`config.mk`:
```
export PLATFORM = sky130hd
export DESIGN_NAME = mem_port_arbiter
export DESIGN_NICKNAME = d
export VERILOG_FILES = /design/src/rtl/mem_arb_pkg.sv /design/src/rtl/mem_arb_pick.sv /design/src/rtl/mem_port_arbiter.sv
export SDC_FILE = /design/constraint.sdc
export NUM_CORES = 1
export LEC_CHECK = 0
export CORE_MARGIN = 2
export CORE_UTILIZATION = 39
export CTS_CLUSTER_SIZE = 30
export DETAILED_ROUTE_END_ITERATION = 10
export MAX_ROUTING_LAYER = met4
export PLACE_DENSITY = 0.82
export SLEW_MARGIN = 20
export SYNTH_ARGS = -nofsm -noshare
export SYNTH_HDL_FRONTEND = slang
export SYNTH_SLANG_ARGS = --single-unit
```
`constraint.sdc`:
```
create_clock -name clk -period 1.9 [get_ports clk]
set_input_delay 0.38 -clock clk [delete_from_list [all_inputs] [get_ports clk]]
set_output_delay 0.38 -clock clk [all_outputs]
set_load 0.01 [all_outputs]
```
`src/rtl/mem_arb_pkg.sv`:
```
// mem_arb_pkg: shared types and constants for the memory port arbiter
package mem_arb_pkg;
  typedef enum logic [1:0] {IDLE, ACCESS, DONE} state_t;
  localparam logic [1:0] GNT_NONE = 2'd0;
  localparam logic [1:0] GNT_LD = 2'd1;
  localparam logic [1:0] GNT_DM = 2'd2;
  localparam logic [1:0] GNT_IF = 2'd3;
  localparam int FAIR_W = 3;
endpackage

```
`src/rtl/mem_arb_pick.sv`:
```
// mem_arb_pick: combinational winner selection among loader, data and fetch
module mem_arb_pick
  import mem_arb_pkg::*;
#(
  parameter int FAIR_LIMIT = 4
) (
  input  logic              ld_active,
  input  logic              ld_req,
  input  logic              dm_req,
  input  logic              if_req,
  input  logic [FAIR_W-1:0] fair_cnt,
  output logic [1:0]        gnt
);
  logic if_due;
  assign if_due = if_req && fair_cnt == FAIR_W'(FAIR_LIMIT);
  // loader first; ld_active masks the core; a starved fetch overrides data
  always_comb
    gnt = ld_req ? GNT_LD : ld_active ? GNT_NONE : (dm_req && !if_due) ? GNT_DM : if_req ? GNT_IF : GNT_NONE;
endmodule

```
`src/rtl/mem_port_arbiter.sv`:
```
// mem_port_arbiter: sequences the single-port RAM among loader, data port and fetch
module mem_port_arbiter
  import mem_arb_pkg::*;
#(
  parameter int ACCESS_CYCLES = 2,
  parameter int FAIR_LIMIT = 4
) (
  input  logic        clk,
  input  logic        rst_n,
  input  logic        ld_active,
  input  logic        ld_req,
  input  logic        ld_we,
  input  logic [31:0] ld_addr,
  input  logic [31:0] ld_wdata,
  input  logic        dm_req,
  input  logic        dm_we,
  input  logic [31:0] dm_addr,
  input  logic [31:0] dm_wdata,
  input  logic        if_req,
  input  logic [31:0] if_addr,
  output logic        ld_ack,
  output logic        dm_ack,
  output logic        if_ack,
  output logic [31:0] rdata,
  output logic [31:0] ram_addr,
  output logic [31:0] ram_wdata,
  input  logic [31:0] ram_rdata,
  output logic        ram_cs,
  output logic        ram_we,
  output logic        ram_oe,
  output logic        busy,
  output logic [1:0]  grant_id,
  output logic        align_err
);
  localparam int CW = ACCESS_CYCLES > 1 ? $clog2(ACCESS_CYCLES) : 1;
  state_t state;
  logic [CW-1:0] cnt;
  logic [FAIR_W-1:0] fair_cnt;
  logic [1:0] gnt;
  logic sel_we;
  logic [31:0] sel_addr, sel_wdata;
  mem_arb_pick #(.FAIR_LIMIT(FAIR_LIMIT)) u_pick (
    .ld_active(ld_active),
    .ld_req(ld_req),
    .dm_req(dm_req),
    .if_req(if_req),
    .fair_cnt(fair_cnt),
    .gnt(gnt)
  );
  // route the winner's request fields to the grant latch; fetch is always a read
  always_comb begin
    sel_we = gnt == GNT_LD ? ld_we : gnt == GNT_DM ? dm_we : 1'b0;
    sel_addr = gnt == GNT_LD ? ld_addr : gnt == GNT_DM ? dm_addr : if_addr;
    sel_wdata = gnt == GNT_LD ? ld_wdata : dm_wdata;
  end
  // access FSM: the registered RAM strobes and grant id double as the grant latch
  always_ff @(posedge clk or negedge rst_n) begin
    if (!rst_n) begin
      state <= IDLE;
      cnt <= '0;
      fair_cnt <= '0;
      ld_ack <= 1'b0;
      dm_ack <= 1'b0;
      if_ack <= 1'b0;
      rdata <= '0;
      ram_addr <= '0;
      ram_wdata <= '0;
      ram_cs <= 1'b0;
      ram_we <= 1'b0;
      ram_oe <= 1'b0;
      busy <= 1'b0;
      grant_id <= GNT_NONE;
      align_err <= 1'b0;
    end else begin
      ld_ack <= 1'b0;
      dm_ack <= 1'b0;
      if_ack <= 1'b0;
      align_err <= 1'b0;
      case (state)
        IDLE: begin
          fair_cnt <= (gnt == GNT_IF || !if_req) ? '0 : (gnt == GNT_DM && fair_cnt != '1) ? fair_cnt + 1'b1 : fair_cnt;
          if (gnt != GNT_NONE) begin
            state <= ACCESS;
            cnt <= '0;
            busy <= 1'b1;
            grant_id <= gnt;
            ram_cs <= 1'b1;
            ram_we <= sel_we;
            ram_oe <= !sel_we;
            ram_addr <= {sel_addr[31:2], 2'b00};
            ram_wdata <= sel_we ? sel_wdata : '0;
            align_err <= |sel_addr[1:0];
          end
        end
        ACCESS: begin
          if (cnt == CW'(ACCESS_CYCLES - 1)) begin
            state <= DONE;
            ram_cs <= 1'b0;
            ram_we <= 1'b0;
            ram_oe <= 1'b0;
            ram_addr <= '0;
            ram_wdata <= '0;
            rdata <= ram_oe ? ram_rdata : rdata;
            ld_ack <= grant_id == GNT_LD;
            dm_ack <= grant_id == GNT_DM;
            if_ack <= grant_id == GNT_IF;
          end else begin
            cnt <= cnt + 1'b1;
          end
        end
        DONE: begin
          state <= IDLE;
          busy <= 1'b0;
          grant_id <= GNT_NONE;
        end
        default: state <= IDLE;
      endcase
    end
  end
endmodule

```
==> run metrics, run 1 <==
initial antenna violation count 1; Vias 5144; top-count cell post-synth dfrtp_1; total power 11.4 mW; Critical path origin state[1]; pwr dens 1250 nW/um2; Tcrit/Tclk final 95.9%; setup tns final 0 ps; post-detail-place hpwl 13500 um; TritonCTS Buffers 9; Residual DRC 0; delay-heaviest family, CP compound AO/OA/AOI/OAI gates; worst skew pair latency 340 ps; Post-CTS Setup Inserts 0; Async SR Flop Fraction 100%; flip-flop and latch count after synthesis 110; post-route minimum period 1820 ps; most frequent cells after synthesis dfrtp_1 (110), mux2_2 (64), inv_1 (37); post-route clock skew 5.21 ps; final setup violating endpoints 0; Chip Width 121 um; Post-synth EDFFs 0; Yosys top cell by area dfrtp_1; CP endpoint kind flip-flop; Buf/Inv on CP 1; Iteration-0 DRC Markers 230; vias in the first global route 5355; # port buffers 303; prevailing post-synth register cell dfrtp_1; CTS tree done; DRT antenna net count 0; die area 14700 um2; Synthesis Warnings 0; routability cong. 0.854; design area 9110 um2; CP max stage delay 460 ps; CP Data Arrival Time 2020 ps; Max-Cap Viols 0; # clock sinks 110; Final #Nets 942; initial core utilization 40.2%; area delta synth->final 69.8%; CP max-delay cell dfrtp_1; Stages on worst setup path 4; drt first pass iters 4; post-placement cell area 8740 um2; R2R setup slack 80 ps; post-synthesis sequential area ratio 51.3%; Ports 306; R2R cell count 4; routed length per instance 19.4 um; root buf cell clkbuf_16; Min-Delay Path Depth 1; HP Start ram_wdata[30]; core area 13300 um2; grt total ovfl 0; Fin Hold WS 492 ps; critical path class reg2reg; max-slew violation count 0; Startpoint Class flip-flop; htree depth 3; top cell type's share of synthesized area 51.3%; clk buf depth 2; maximum fanout along the worst path 33; top post-synthesis cells by area dfrtp_1 (51%), mux2_2 (13%), a32o_1 (6.2%); largest net degree at the start of global routing 40; fmax 549 MHz; clock transition at the registers of the reported paths 70 ps; Hold Fails Final Rpt 0; routed wire length 17900 um; Syn Inst Count 439; critical path, cell by cell or2_1 > buf_4 > o311ai_0 > o221ai_1; synthesized area 5360 um2; status completed; Avg Inst Size Synth 12.2 um2; first-pass GRT wire length 27100 um; share of layout cells above drive strength 1 16.4%; cell leakage power 3.73 nW; Die H 121 um; vias per inst 5.59; RSZ-0062 raised after global routing no; Max IR drop VDD 0.000625 V; type of the tightest min-delay check reg2reg; Netlist cell types 42; worst r2r src state[1]; critical path data required time 2090 ps; row count 42; Overall Global Routing Usage 24.2%
-- flip-flops by register name, indices dropped and copies added (netlist names) --
name and cells:
ld_ack 1, ram_addr 30, align_err 1, fair_cnt 3
busy 1, rdata 32, ram_cs 1, grant_id 2
ram_oe 1, cnt 1, ram_wdata 32, state 2
if_ack 1, dm_ack 1, ram_we 1
-- power breakdown --
group / switching, mW / internal, mW
Combinational: 2.27 / 3.08
Sequential: 0.550 / 3.28
Clock: 0.847 / 1.33
Total: 3.67 / 7.69
-- stage by stage --
stage               worst slack, ps  util [%]  cells
CTS                            42.6      68.2    920
global placement               -176      65.5    903
floorplan                       195         -    440
finish                         77.1      68.3    921
global route                   1.71      68.3    921
detailed placement             -330      65.5    903
-- cell usage in the layout (no fill, tap or decap), types with 2 or more instances in the layout --
cell type | Yosys | routed
o311ai_1 | 0 | 7
ha_1 | 3 | 3
and3_1 | 2 | 2
o21bai_1 | 3 | 3
buf_4 | 2 | 26
a32o_1 | 33 | 33
inv_1 | 37 | 37
bufinv_16 | 0 | 3
clkdlybuf4s50_1 | 0 | 300
o221ai_1 | 30 | 30
buf_12 | 0 | 9
a21oi_1 | 2 | 2
conb_1 | 1 | 2
nand2b_1 | 2 | 2
dfrtp_1 | 110 | 110
mux2_2 | 64 | 64
a22o_1 | 2 | 2
nor2_1 | 6 | 6
o21ai_0 | 5 | 5
a2111oi_1 | 0 | 2
a32oi_1 | 30 | 30
o22ai_1 | 3 | 3
o311ai_0 | 30 | 23
nand2_1 | 5 | 5
clkbuf_16 | 0 | 9
-- final cells by class --
cell class	count	area (um2)
diodes	1	2.50
inverters	37	139
repair buffers	338	3410
clock inverters	5	106
well taps	176	220
flip-flops and latches	110	2750
clock buffers	11	243
fillers	978	4240
multi-input cells	243	2240
-- cell families (layout without fill, tap and decap cells) --
kind of cell	count (synthesis)	in the layout	share of synthesized area, %
DFF	110	110	51.3
AOI/OAI and AO/OA	146	146	23.8
and+or+nand+nor	27	27	2.99
other	1	3	0.0699
buffers and inverters	87	391	7.46
muxes	65	65	13.6
adders and majority gates	3	3	0.700
-- metal layers --
metal,vias up,GRT usage [%],routed length [um]
met5,-,-,0
met4,0,8.19,429
met3,32,4.79,1260
met2,246,43.0,9220
met1,2518,27.2,6950
li1,2348,-,-
-- path summary, 6_finish.rpt --
check | to
setup / recovery | ram_addr[26]
hold reg to reg | ram_wdata[30]
max in group asynchronous | rdata[21]
setup reg to reg | ram_addr[26]
min in group asynchronous | ram_wdata[1]
hold / removal | ram_wdata[30]
-- what timing repair did --
item                                    CTS  global route
endpoints found under the hold margin    27             0
hold buffers                              1             0
endpoints found under the setup margin    0             7
gates resized for setup                   0            10
(Power assumes the default switching activity.)
==> run 2, diff against run 1 <==
Settings changed: CORE_MARGIN 2 to 5.
==> run metrics, run 2 (same netlist as run 1, synthesis figures left out) <==
status completed; routed length per instance 20.5 um; setup slack after layout 122 ps; first-pass GRT wire length 29600 um; share of layout cells above drive strength 1 16.7%; Vias 5139; Overall Global Routing Usage 23.8%; worst r2r dst ram_addr[26]; Max IR drop VDD 0.000637 V; initial core utilization 40.2%; Hold Fails Final Rpt 0; htree depth 3; Startpoint Class flip-flop; R2R setup slack 120 ps; dpl ws -258 ps; row count 42; vias per inst 5.58; most frequent cells in the layout clkdlybuf4s50_1 (301), dfrtp_1 (110), mux2_2 (64); drt first pass iters 5; DRT antenna net count 0; leading registers by flop count ram_wdata x32, rdata x32, ram_addr x30; switch share 33.5%; # port buffers 303; maximum fanout along the worst path 33; R2R cell count 4; cell leakage power 3.71 nW; NetSw 3.72 mW; pwr dens 1220 nW/um2; vias in the first global route 5539; routed wire length 18900 um; CP endpoint kind flip-flop; Ports 306; core area 13300 um2; Final #Nets 943; worst skew pair latency 350 ps; grt total ovfl 0; Hold Path End ram_wdata[21]; Fill cells 1038; Residual DRC 0; Die H 127 um; Logic pwr share 48.5%; area delta synth->final 69.0%; CP Data Arrival Time 1980 ps; Tcrit/Tclk final 93.6%; Int Power 7.38 mW; HP Start ram_wdata[21]; post-detail-place hpwl 14500 um; clk buf depth 2; critical path data required time 2100 ps; initial antenna violation count 1; final setup violating endpoints 0; root buf cell clkbuf_16; Sequential Power Share 34.5%; routability cong. 0.886; leading cell type in the layout, fill and taps excluded clkdlybuf4s50_1; Min-Delay Path Depth 1; post-route clock skew 7.37 ps; TritonCTS Buffers 9; Fin Hold WS 491 ps; register area 2750 um2; worst r2r src state[1]; total power 11.1 mW; largest net degree at the start of global routing 46; Iteration-0 DRC Markers 222; RSZ-0062 raised after global routing yes; die area 16200 um2; fmax 562 MHz; max-slew violation count 0; critical path class reg2reg; Chip Width 127 um; # clock sinks 110; clock transition at the registers of the reported paths 70 ps; post-route minimum period 1780 ps; Multi-input gate area 2250 um2; Max-Cap Viols 0; CTS tree done; type of the tightest min-delay check reg2reg; Clock Power Share 17.0%
==> run 2: power groups by stage <==
stage / sequential, mW / combinational, mW / clock [mW]
after floorplan: 4.20 / 1.94 / 0
after global placement: 3.81 / 5.25 / 0
after detailed placement: 3.87 / 5.39 / 0
after CTS: 3.83 / 5.42 / 1.95
after global routing: 3.95 / 5.75 / 2.05
final: 3.83 / 5.38 / 1.89
==> run 2: layout make-up <==
class | count | share of cell area (%)
Inverter | 37 | 1.53
Antenna cell | 1 | 0.0276
Multi-Input combinational cell | 243 | 24.8
Sequential cell | 110 | 30.4
Clock buffer | 9 | 2.48
Timing Repair Buffer | 339 | 37.6
Clock inverter | 6 | 0.787
Tap cell | 176 | 2.43
==> run 2: worst max path at each step <==
stage | endpoint | start | cells after the start
6_report | ram_addr[26] | state[1] | 4
5_1_grt | ram_addr[17] | state[1] | 4
4_1_cts | ram_addr[25] | state[1] | 4
3_5_place_dp | ram_addr[25] | ld_active | 6
3_3_place_gp | ram_addr[3] | ld_active | 5
2_1_floorplan | ram_wdata[10] | fair_cnt[0] | 7
==> run 2: worst max-delay path, stage by stage, from the launching register on <==
cell	delay, ps
dfrtp_1	460
or2_1	320
buf_4	250
o311ai_0	410
o221ai_1	190
==> run 2: layer usage <==
| layer | vias to the layer above | GRT usage, % | share of wire [%] |
|---|---|---|---|
| li1 | 2340 | - | - |
| met1 | 2522 | 26.7 | 37 |
| met2 | 249 | 41.1 | 52 |
| met3 | 28 | 6.22 | 8.5 |
| met4 | 0 | 7.89 | 2.4 |
| met5 | - | - | 0 |
==> run 2: what timing repair did <==
action	4_1_cts	5_1_grt
setup endpoints to repair	0	5
setup buffers	0	0
resized for setup	0	6
endpoints found under the hold margin	30	0
hold buffers	1	0
==> run 2: stage by stage <==
stage | cells | cell area, um2 | util, % | TNS (ps)
finish | 921 | 9070 | 67.9 | 0
global route | 921 | 9070 | 67.9 | -2.56
CTS | 920 | 9060 | 67.9 | 0
detailed placement | 904 | 8750 | 65.6 | -10100
global placement | 904 | 8750 | 65.6 | -8810
floorplan | 440 | 5370 | - | 0
